===== src/rtl/rng_pkg.sv =====
// rtl/rng_pkg.sv - shared types and constants for rng_share_ctrl
package rng_pkg;

  localparam int RNG_W        = 16;
  localparam int FRESH_SHIFTS = 16;
  localparam int FRESH_W      = 5;

  localparam logic [RNG_W-1:0] RNG_DEFAULT_SEED = 16'hACE1;
  localparam logic [RNG_W-1:0] RNG_DEFAULT_POLY = 16'hB400;

  typedef enum logic [1:0] {
    ST_LOAD,
    ST_WARMUP,
    ST_READY
  } rng_state_e;

  // An all-zero seed would lock the LFSR, so it is swapped for the fallback.
  function automatic logic [RNG_W-1:0] nz_seed(input logic [RNG_W-1:0] s,
                                               input logic [RNG_W-1:0] dflt);
    return (s == '0) ? dflt : s;
  endfunction

endpackage


===== src/rtl/rr_arb.sv =====
// rtl/rr_arb.sv - round-robin arbiter, search starts at ptr and wraps
module rr_arb #(
  parameter int N  = 4,
  parameter int PW = 2
) (
  input  logic [N-1:0]  req,
  input  logic [PW-1:0] ptr,
  output logic [N-1:0]  gnt,
  output logic [PW-1:0] idx,
  output logic          found
);

  // First pass covers ptr..N-1, second pass wraps to the low indices.
  always_comb begin
    gnt   = '0;
    idx   = '0;
    found = 1'b0;
    for (int i = 0; i < N; i++) begin
      if (!found && req[i] && (i >= int'(ptr))) begin
        found  = 1'b1;
        gnt[i] = 1'b1;
        idx    = PW'(i);
      end
    end
    for (int i = 0; i < N; i++) begin
      if (!found && req[i]) begin
        found  = 1'b1;
        gnt[i] = 1'b1;
        idx    = PW'(i);
      end
    end
  end

endmodule


===== src/rtl/rng_share_ctrl.sv =====
// rtl/rng_share_ctrl.sv - seeds, warms up and shares one LFSR among requesters
// Optional periodic reseed after RESEED_PERIOD grants: define RNG_RESEED_EN.
module rng_share_ctrl
  import rng_pkg::*;
#(
  parameter int          NUM_REQ      = 4,
  parameter int          WARMUP       = 32,
  parameter logic [15:0] DEFAULT_SEED = RNG_DEFAULT_SEED,
  parameter logic [15:0] DEFAULT_POLY = RNG_DEFAULT_POLY
`ifdef RNG_RESEED_EN
  ,
  parameter int          RESEED_PERIOD = 256
`endif
) (
  input  logic               clk,
  input  logic               rst_n,
  input  logic               cfg_we_i,
  input  logic [15:0]        cfg_seed_i,
  input  logic [15:0]        cfg_poly_i,
  input  logic [NUM_REQ-1:0] req_i,
  output logic [NUM_REQ-1:0] gnt_o,
  output logic [15:0]        data_o,
  output logic               ready_o,
  output logic               stuck_err_o,
  output logic               lfsr_load_o,
  output logic [15:0]        lfsr_seed_o,
  output logic [15:0]        lfsr_poly_o,
  input  logic [15:0]        lfsr_data_i,
  input  logic               lfsr_valid_i
);

  localparam int PW = (NUM_REQ > 1) ? $clog2(NUM_REQ) : 1;
  localparam int WW = $clog2(WARMUP + 1);

  rng_state_e         state_q, state_d;
  logic [WW-1:0]      warm_q;
  logic [FRESH_W-1:0] fresh_q;
  logic [PW-1:0]      ptr_q, ptr_nxt;
  logic [RNG_W-1:0]   seed_q, poly_q;
  logic [NUM_REQ-1:0] arb_gnt;
  logic [PW-1:0]      arb_idx;
  logic               arb_found;
  logic               lock_det, do_grant;
`ifdef RNG_RESEED_EN
  logic               do_reseed;
  logic [15:0]        gcnt_q, gcnt_inc;
  assign gcnt_inc = gcnt_q + 16'd1;
`endif

  assign lfsr_seed_o = seed_q;
  assign lfsr_poly_o = poly_q;
  assign ptr_nxt     = (arb_idx == PW'(NUM_REQ - 1)) ? '0 : arb_idx + 1'b1;

  rr_arb #(.N(NUM_REQ), .PW(PW)) u_arb (
    .req   (req_i),
    .ptr   (ptr_q),
    .gnt   (arb_gnt),
    .idx   (arb_idx),
    .found (arb_found)
  );

  always_ff @(posedge clk or negedge rst_n) begin
    if (!rst_n) state_q <= ST_LOAD;
    else        state_q <= state_d;
  end

  always_comb begin
    state_d  = state_q;
    lock_det = 1'b0;
    do_grant = 1'b0;
`ifdef RNG_RESEED_EN
    do_reseed = 1'b0;
`endif
    lfsr_load_o = (state_q == ST_LOAD);
    ready_o     = (state_q == ST_READY);
    case (state_q)
      ST_LOAD:   state_d = ST_WARMUP;
      ST_WARMUP: if (lfsr_valid_i && (warm_q == WW'(WARMUP - 1))) state_d = ST_READY;
      ST_READY: begin
        if (lfsr_data_i == '0) begin
          lock_det = 1'b1;
          state_d  = ST_LOAD;
        end else if ((fresh_q == FRESH_W'(FRESH_SHIFTS)) && arb_found) begin
          do_grant = 1'b1;
`ifdef RNG_RESEED_EN
          if (gcnt_inc == 16'(RESEED_PERIOD)) begin
            do_reseed = 1'b1;
            state_d   = ST_LOAD;
          end
`endif
        end
      end
      default: state_d = ST_LOAD;
    endcase
    // A config write wins over lock-up recovery and over any pending grant.
    if (cfg_we_i) begin
      state_d  = ST_LOAD;
      lock_det = 1'b0;
      do_grant = 1'b0;
`ifdef RNG_RESEED_EN
      do_reseed = 1'b0;
`endif
    end
  end

  always_ff @(posedge clk or negedge rst_n) begin
    if (!rst_n) begin
      seed_q      <= DEFAULT_SEED;
      poly_q      <= DEFAULT_POLY;
      gnt_o       <= '0;
      data_o      <= '0;
      stuck_err_o <= 1'b0;
      ptr_q       <= '0;
      fresh_q     <= '0;
      warm_q      <= '0;
    end else begin
      gnt_o <= '0;
      case (state_q)
        ST_LOAD: begin
          warm_q  <= '0;
          fresh_q <= '0;
        end
        ST_WARMUP: begin
          if (lfsr_valid_i) warm_q <= warm_q + 1'b1;
          if (state_d == ST_READY) fresh_q <= FRESH_W'(FRESH_SHIFTS);
        end
        ST_READY: begin
          if (lfsr_valid_i && (fresh_q != FRESH_W'(FRESH_SHIFTS))) fresh_q <= fresh_q + 1'b1;
        end
        default: ;
      endcase
      if (do_grant) begin
        gnt_o   <= arb_gnt;
        data_o  <= lfsr_data_i;
        fresh_q <= '0;
        ptr_q   <= ptr_nxt;
      end
      if (lock_det) begin
        stuck_err_o <= 1'b1;
        seed_q      <= DEFAULT_SEED;
      end
`ifdef RNG_RESEED_EN
      if (do_reseed) seed_q <= nz_seed(lfsr_data_i ^ {gcnt_inc[7:0], 8'h5A}, DEFAULT_SEED);
`endif
      if (cfg_we_i) begin
        poly_q <= cfg_poly_i;
        seed_q <= nz_seed(cfg_seed_i, DEFAULT_SEED);
      end
    end
  end

`ifdef RNG_RESEED_EN
  always_ff @(posedge clk or negedge rst_n) begin
    if (!rst_n)         gcnt_q <= '0;
    else if (do_reseed) gcnt_q <= '0;
    else if (do_grant)  gcnt_q <= gcnt_inc;
  end
`endif

endmodule


===== config.mk =====
export PLATFORM = sky130hd
export DESIGN_NAME = rng_share_ctrl
export DESIGN_NICKNAME = d
export VERILOG_FILES = /design/src/rtl/rng_pkg.sv /design/src/rtl/rr_arb.sv /design/src/rtl/rng_share_ctrl.sv
export SDC_FILE = /design/constraint.sdc
export NUM_CORES = 1
export LEC_CHECK = 0
export ABC_CLOCK_PERIOD_IN_PS = 2400
export BUFFER_PORTS_ARGS = -buffer_cell sky130_fd_sc_hd__buf_4
export CAP_MARGIN = 5
export CORE_MARGIN = 4
export CORE_UTILIZATION = 46
export CTS_BUF_LIST = sky130_fd_sc_hd__clkbuf_8 sky130_fd_sc_hd__clkbuf_16
export CTS_CLUSTER_SIZE = 16
export DETAILED_ROUTE_END_ITERATION = 16
export PLACE_DENSITY_LB_ADDON = 0.15
export SETUP_SLACK_MARGIN = 0.4
export SLEW_MARGIN = 20
export SYNTH_ARGS = -nofsm -noshare
export SYNTH_HDL_FRONTEND = slang
export SYNTH_SLANG_ARGS = --single-unit

===== constraint.sdc =====
create_clock -name clk -period 2.4 [get_ports clk]
set_clock_uncertainty 0.2 [all_clocks]
set_input_delay 0 -clock clk [delete_from_list [all_inputs] [get_ports clk]]
set_output_delay 0 -clock clk [all_outputs]
set_load 0.02 [all_outputs]

# After elaboration in Yosys (flattened, before gate mapping)
# Cells that the tools add are included.
[word_totals] register_bits=68 latchBits=0 mem_bits_rw=0 mem_bits_ro=0 inputBits=56 out_inout_bits=55 elab_cells=97 n_memories=0
[op_classes] n_addsub=3 multipliers=0 div_mod_pow=0 magnitude_cmp=3 eq_ne=10 shift=0 n_mux=44 n_bitwise=0 n_reduce_logical=28
[ops] cell="2-to-1 mux 16 bit" count=3
[ops] cell="logical NOT 16 bit" count=2
[ops] cell="2-to-1 mux 1 bit" count=23
[ops] cell="2-to-1 mux 2 bit" count=10
[ops] cell="2-to-1 mux 5 bit" count=3
[ops] cell="one-hot mux 5 bit (3 select lines)" count=1
[ops] cell="logical AND 1 bit" count=13
[ops] cell="one-hot mux 6 bit (2 select lines)" count=1
[ops] cell="logical NOT 1 bit" count=7
[ops] cell="adder 6 x 1 -> 6 bit, second input constant" count=1
[ops] cell="equality test 2 bit, second input constant" count=3
[ops] cell="equality test 6 x 5 -> 1 bit, second input constant" count=1
[ops] cell="2-to-1 mux 6 bit" count=1
[ops] cell="one-hot mux 2 bit (3 select lines)" count=1
[ops] cell="adder 5 x 1 -> 5 bit, second input constant" count=1
[ops] cell="equality test 5 bit, second input constant" count=1
[ops] cell="inequality test 5 bit, second input constant" count=1
[ops] cell=">= comparator 1 x 2 -> 1 bit, first input constant" count=2
[ops] cell="2-to-1 mux 4 bit" count=1
[ops] cell="nonzero test 2 bit" count=2
[ops] cell="nonzero test 4 bit" count=1
[ops] cell="inequality test 3 x 1 -> 1 bit, second input constant" count=1
[ops] cell="inequality test 3 bit, second input constant" count=1
[ops] cell="AND reduction 3 bit" count=1
[ops] cell="other kinds (6)" count=6

# Depth between registers and ports, before layout
# Gate-level depths: netlist of the first run.
[depth] word_depth=33 mapped_depth=9

# Cells and area by module
# A second synthesis of the first run with hierarchy kept.
[hier_totals] hier_cells=301 hier_area_um2=3289.4
[modules_own_cells] mod="rng_share_ctrl" n_inst=1 cells_per_inst=268 area_each_um2=3066.7
[modules_own_cells] mod="rr_arb" n_inst=1 cells_per_inst=33 area_each_um2=222.7

# Worst setup path after synthesis of the first run
# Ideal clock, no wire load.
[synth_timing] path_kind="reg-to-reg" startpoint="register state_q[0]" endpoint="register data_o[10]" arrival_time_ns=1.991 t_required_ns=2.072 path_slack_ns=0.082 stages_incl_launch_ff=9 period_less_slack_ns=2.318 path_cell_list="dfrtp_1 inv_1 ha_1 buf_2 inv_1 a41oi_4 nand2_1 buf_2 mux2_1"
[synth_between] elab_chain_len=3
[synth_rtl] item="start, declared" line_no="rng_share_ctrl.sv:35" rtl="rng_state_e state_q, state_d;"
[synth_rtl] item="start signal, assigned" line_no="rng_share_ctrl.sv:64" rtl="else state_q <= state_d;"
[synth_rtl] item="equality test 2 bit"
[synth_rtl] item="net ready_o" line_no="rng_share_ctrl.sv:23" rtl="output logic ready_o,"
[synth_rtl] item="2-to-1 mux 1 bit" line_no="rng_share_ctrl.sv:76" rtl="case (state_q)"
[synth_rtl] item="2-to-1 mux 1 bit" line_no="rng_share_ctrl.sv:96" rtl="if (cfg_we_i) begin"
[synth_rtl] item="end signal, assigned" line_no="rng_share_ctrl.sv:134" rtl="data_o <= lfsr_data_i;"
[synth_rtl] item="end, declared" line_no="rng_share_ctrl.sv:22" rtl="output logic [15:0] data_o,"
# The timed path passes the listed nets, and every way through them passes these cells.
# A chain may end at the register's enable or synchronous reset.

# Worst setup path after layout of the first run
[layout_timing] startpoint="register state_q[0]" endpoint="register fresh_q[2]"
[layout_between] elab_chain_len=6 elab_cells_between_ends=16
[layout_rtl] item="equality test 2 bit (tied with other cells)" line_no="rng_share_ctrl.sv:76, rng_share_ctrl.sv:118"
[layout_rtl] item="one-hot mux 2 bit (3 select lines)" line_no="rng_share_ctrl.sv:76"
[layout_rtl] item="2-to-1 mux 2 bit" line_no="rng_share_ctrl.sv:96"
[layout_rtl] item="equality test 2 bit" line_no="rng_share_ctrl.sv:125" rtl="if (state_d == ST_READY) fresh_q <= FRESH_W'(FRESH_SHIFTS);"
[layout_rtl] item="inequality test 3 bit (no source line)"
[layout_rtl] item="AND reduction 3 bit (no source line)"
[layout_rtl] item="end signal, assigned" line_no="rng_share_ctrl.sv:125"
[layout_rtl] item="end signal, assigned" line_no="rng_share_ctrl.sv:128" rtl="if (lfsr_valid_i && (fresh_q != FRESH_W'(FRESH_SHIFTS))) fresh_q <= fresh_q + 1'b1;"
[layout_rtl] item="end, declared" line_no="rng_share_ctrl.sv:37" rtl="logic [FRESH_W-1:0] fresh_q;"
# Several ways; a longest one is shown, not always the timed one.

==> flow_summary.ini, run 1 <==
[timing]
period_needed_ns = 2.14
hold_ws_ns = 0.0645
rsz0062_at_grt = yes
relSlewSlack = 0.434
post-route-period-util = 0.890
slew_viol_final = 0
max_freq_ghz = 0.468
finalHoldViolCount = 0
worst_pin_slew_ns = 0.848
setup_viol = 0
setup_tns_ns = 0

[status]
outcome = finished clean

[synthesis]
yosys.cell_types.count = 47
syn-num-nets = 336
synth_largest_area_cell = dfrtp_1
synth_ff_type = dfrtp_1
syn-instance-count = 273
syn_area_um2 = 3190
synth-edff-count = 0
ys_top_cells_by_area = dfrtp_1, dfstp_2, mux2_2
async_flop_share = 1.00
ys.warnings.count = 0
yosysSeqAreaShare = 0.539
ys_ff_latch = 68
avgSynthCellArea_um2 = 11.7
synth.top_cell.area_share = 0.440

[clock_tree]
numCtsBuffers = 9
cts_tree = yes
clock-sinks = 68
clkLatencyLatePin_ns = 0.34
root_buffer = clkbuf_8
htreeDepth = 3
clkTransAtPathRegs_ns = 0.08
cts_buffer_depth = 2

[pwr]
max-vdd-ir-drop_mv = 0.282
leakage_nw = 2.58
powerDensity_nw_per_um2 = 545

[critical_path]
required_ns = 2.43
worst_setup_path_end_kind = flop
crit_top_cell = inv_4
cp_cell_sequence = inv_4 > ha_4 > inv_4 > a41oi_4 > buf_6 > a211oi_4 > a21boi_2 > mux2_4
worst_path_max_delay_cell = dfrtp_2
crit_fanout = 4
cp_num_buf_inv = 3
startpoint_type = flop
cp.depth = 8
reg2regPathDepth = 8
path_class = reg2reg
cpLargestDelayFamily = compound AO/OA/AOI/OAI gates
cpPeakStageDelay_ns = 0.45
cp_data_arrival_time_ns = 2.16

[cells_and_area]
final_nets = 548
drive_gt1_frac = 0.467
fillCellCount = 373
mostFrequentLayoutCell = buf_4
syn2layout_area_growth_pct = 70.8
mostFrequentLayoutCells = buf_4, dlygate4sd3_1, dfrtp_1

[die]
die_h_um = 91.2
core_um2 = 6760
fp.dieW_um = 91.2
fp-row-count = 30
start_util = 0.472
ioPinCount = 111
dieArea_um2 = 8320

[detailed_routing]
drtPass1Iterations = 4
ant_nets = 0
via_per_inst = 5.39
post_drt_wl_per_cell_um = 18.6
drc_errors = 0
wl_um = 10600
first_iter_violations = 212
vias = 3078

[hold_path]
whs_path_depth = 5
hp-class = in2reg

[run]
max_cap_viol_count = 0

[placed_design]
place.gp.congestion = 0.891
port_buffers = 110
hpwl_um = 5620

[global_route]
grtUsageTotal = 0.245
grt_max_degree = 69
antenna_found_initial = 1
grt_pass1_wl_um = 16200
overflow = 0
first_global_vias = 3259
cell usage after synthesis (all sizes together) (3+ instances only):
library cell,instances
nand2b,3
inv,10
nor2,12
mux2i,3
clkbuf,3
dfstp,12
buf,6
a211oi,3
and3,3
a21oi,11
o22a,9
mux2,34
nand3,6
ha,7
o21ai,19
nand2,37
nor4,8
dfrtp,56
report_power, final:
group,internal [mW],switching (mW)
clock,0.469,0.455
combinational,0.385,0.347
sequential,1.25,0.0618
worst register-to-register path: stages (launching register included):
cell and delay (ns):
dfrtp_2 0.45, inv_4 0.09, ha_4 0.17, inv_4 0.06, a41oi_4 0.24, buf_6 0.15, a211oi_4 0.07, a21boi_2 0.27
mux2_4 0.33
metrics by stage:
step / power, mW / instances / worst slack, ns / utilization / instance area [um2]
after detailed placement: 1.87 / 457 / 0.159 / 0.618 / 4180
after global placement: 1.86 / 457 / 0.229 / 0.618 / 4180
after CTS: 2.90 / 558 / 0.384 / 0.782 / 5290
after global routing: 3.08 / 571 / 0.229 / 0.806 / 5440
final: 2.97 / 571 / 0.263 / 0.806 / 5440
after floorplan: 1.60 / 273 / 0.321 / - / 3290
path summary, 6_finish.rpt:
path / slack, ns / end / from
setup reg to reg: 0.26 / fresh_q[2]$_DFFE_PN0P_ / state_q[0]$_DFF_PN0_
hold reg to reg: 0.28 / stuck_err_o$_DFFE_PN0P_ / stuck_err_o$_DFFE_PN0P_
hold / removal: 0.06 / stuck_err_o$_DFFE_PN0P_ / lfsr_data_i[1]
setup / recovery: 0.26 / fresh_q[2]$_DFFE_PN0P_ / state_q[0]$_DFF_PN0_
min in group asynchronous: 0.11 / lfsr_poly_o[11]$_DFFE_PN0P_ / rst_n
max in group asynchronous: 1.28 / fresh_q[2]$_DFFE_PN0P_ / rst_n
state kept, by name (all words and copies together), names as in the netlist:
name and flops:
lfsr_seed_o 16, state_q 2, warm_q 6, data_o 16
stuck_err_o 1, gnt_o 4, ptr_q 2, fresh_q 5
lfsr_poly_o 16
layer usage:
metal / up-vias / GRT usage / part of all wire
met2: 137 / 0.420 / 0.51
met4: 0 / 0.109 / 0.037
li1: 1409 / - / -
met1: 1495 / 0.300 / 0.39
met5: - / 0 / 0
met3: 37 / 0.0472 / 0.058
logic make-up after synthesis:
family          count (synthesis)  share of synthesized area
simple gates                   82                      0.143
mux                            37                      0.131
fa+ha+maj                       7                     0.0275
buf+inv                        19                     0.0243
xor+xnor                        3                    0.00825
flops                          68                      0.539
compound gates                 57                      0.128
what timing repair did:
action | 4_1_cts | 5_1_grt
hold buffers | 64 | 5
cloned | 2 | 0
endpoints found under the setup margin | 24 | 30
hold endpoints to repair | 118 | 5
buffers inserted | 19 | 7
gates resized for setup | 18 | 16
pin swaps | 7 | 10
final cells by class:
cell class	count	area, um2	area share
clock buffers	9	124	0.0228
flip-flops and latches	68	1720	0.316
well taps	80	100	0.0184
multi-input cells	186	1540	0.283
clock inverters	7	62.6	0.0115
repair buffers	210	1850	0.340
diodes	1	2.50	0.000460
inverters	10	42.5	0.00782
No activity file was read; power rests on OpenSTA's default activity.
==> run 2: changes to the inputs <==
ABC_CLOCK_PERIOD_IN_PS = 2300   (was 2400)
SYNTH_HIERARCHICAL = 1   (was default)
clock period = 2.3 ns   (was 2.4 ns; I/O delays follow)
==> run 2 against run 1 <==
  * The flow now finishes with violations (setup timing)
  * Clock power decreased by 7.6%
  * Flip-flop and latch count unchanged
  * Maximum frequency decreased by 7.7%
  * Sequential share of layout area increased by 1.4 points
  * Utilization decreased by 4.6 points
  * Highest routed layer unchanged
==> flow_summary.ini, run 2 <==
[cells_and_area]
drive_gt1_frac = 0.445
stdcell_area_um2 = 5220
mostFrequentLayoutCells = buf_4, nand2_1, dlygate4sd3_1
fin_util = 0.759
syn2layout_area_growth_pct = 58.5
final_nets = 547
antennaDiodeCount = 0
stdcell_count = 584
mostFrequentLayoutCell = buf_4

[placed_design]
place.gp.congestion = 0.878
dp_cells = 505
port_buffers = 110
hpwl_um = 6000
place_area_um2 = 4270
pre_cts_ws_ns = -0.0813

[synthesis]
synth_top_family_by_area = simple AND/OR/NAND/NOR gates
ys_ff_latch = 68
synth_largest_area_cell = dfrtp_1
synthAdderAreaFrac = 0.0304
avgSynthCellArea_um2 = 10.9
synth_ff_type = dfrtp_1
synth-edff-count = 0
async_flop_share = 1.00
yosysSeqAreaShare = 0.522
ys.warnings.count = 6
syn_area_um2 = 3290
syn-num-nets = 365
synth-compound-area-share = 0.141
synth_simple_gate_area_frac = 0.196
yosys-top-cells-count = nand2_1, dfrtp_1, mux2_2, dfstp_2, a22o_1
ys_top_cells_by_area = dfrtp_1, dfstp_2, nand2_1
synth_xor_area_frac = 0.00533
syn-instance-count = 301
yosys.cell_types.count = 57
synth.most_common_cell = nand2_1
synth_mux_area_frac = 0.0643
synth.top_cell.area_share = 0.426

[timing]
rsz0062_at_grt = yes
worst_pin_slew_ns = 0.844
hold_ws_ns = 0.0396
period_needed_ns = 2.32
setup_tns_ns = -0.0194
setup_viol = 2
slew_viol_final = 0
relSlewSlack = 0.437
post-route-period-util = 1.01
max_freq_ghz = 0.432
finalHoldViolCount = 0
setup_slack_ns = -0.0152

[critical_path]
startpoint_type = flop
crit_fanout = 3
critPathLaunch = state_q[1]$_DFF_PN0_
required_ns = 2.34
worst_setup_path_end_kind = flop
r2r_start = state_q[1]$_DFF_PN0_
cp_data_arrival_time_ns = 2.35
path_class = reg2reg

[global_route]
grtUsageTotal = 0.229
antenna_found_initial = 0
first_global_vias = 3196
grt_pass1_wl_um = 15500
overflow = 0
grt_max_degree = 69

[run]
max_cap_viol_count = 0

[hold_path]
hp-class = in2reg
min_from = cfg_we_i

[detailed_routing]
drtPass1Iterations = 4
first_iter_violations = 152
wl_um = 9490
drc_errors = 0
vias = 3062
via_per_inst = 5.24
ant_nets = 0
post_drt_wl_per_cell_um = 16.2

[clock_tree]
clock-sinks = 68
cts_tree = yes
cts_buffer_depth = 2
numCtsBuffers = 9
root_buffer = clkbuf_8
htreeDepth = 3
clkTransAtPathRegs_ns = 0.08
clkLatencyLatePin_ns = 0.34

[pwr]
max-vdd-ir-drop_mv = 0.414
leakage_nw = 2.46
total_power_mw = 2.85
powerDensity_nw_per_um2 = 546

[status]
violations = setup timing
outcome = finished with violations

[die]
fp-row-count = 30
start_util = 0.479
dieArea_um2 = 8570
die_h_um = 92.6
core_um2 = 6870
ioPinCount = 111
fp.dieW_um = 92.6
-- run 2: cell types whose count changed after synthesis, moves of 3 or more --
cell | previous run | this run
o21ai_0 | 19 | 9
nand2_1 | 37 | 64
nor2_1 | 12 | 8
nor2b_1 | 0 | 4
a22o_1 | 0 | 11
a21oi_1 | 11 | 8
nand4_1 | 2 | 6
mux2_1 | 13 | 0
mux2_2 | 20 | 17
and3_2 | 0 | 4
buf_4 | 0 | 3
-- run 2: what timing repair did --
action | CTS | global route
buffers inserted | 5 | 2
hold buffers | 55 | 0
setup endpoints to repair | 24 | 46
cloned | 1 | 0
pin swaps | 6 | 7
gates resized for setup | 20 | 15
endpoints found under the hold margin | 116 | 0
-- run 2: layout make-up --
class	count	area (um2)
Sequential cell	68	1720
Fill cell	443	1650
Timing Repair Buffer	188	1610
Multi-Input combinational cell	208	1570
Clock buffer	9	124
Tap cell	96	120
Clock inverter	7	46.3
Inverter	8	30.0
-- run 2: cells by family after synthesis --
kind of cell,count (synthesis)
AND/OR/NAND/NOR,119
AO/OA/AOI/OAI,60
XOR/XNOR,2
buffers and inverters,25
flip-flops,68
multiplexers,19
adder cells (fa/ha/maj),8
-- run 2: critical path, stage by stage (launching register included) --
cell,delay (ns)
dfrtp_1,0.39
inv_2,0.08
ha_4,0.16
or4b_4,0.51
o32a_1,0.38
a22o_1,0.23
a211o_1,0.26
-- run 2: power breakdown --
group | total, mW | internal [mW] | switching [mW]
clock network | 0.854 | 0.386 | 0.468
registers | 1.35 | 1.29 | 0.0586
logic | 0.644 | 0.335 | 0.308
-- run 2: path summary, 6_finish.rpt --
check	end	slack [ns]	cells after the start
worst max-delay path	fresh_q[3]$_DFFE_PN0P_	-0.02	6
worst min-delay path	state_q[1]$_DFF_PN0_	0.04	3
worst max register to register	fresh_q[3]$_DFFE_PN0P_	-0.02	6
worst min register to register	data_o[12]$_DFFE_PN0N_	0.28	2
max in group asynchronous	state_q[0]$_DFF_PN0_	1.22	2
min in group asynchronous	fresh_q[1]$_DFFE_PN0P_	0.10	2
-- run 2: per-layer routing --
| layer | up-vias | share of wire | track usage |
|---|---|---|---|
| li1 | 1447 | - | - |
| met1 | 1504 | 0.40 | 0.267 |
| met2 | 94 | 0.52 | 0.403 |
| met3 | 17 | 0.063 | 0.0674 |
| met4 | 0 | 0.018 | 0.0767 |
| met5 | - | 0 | 0 |
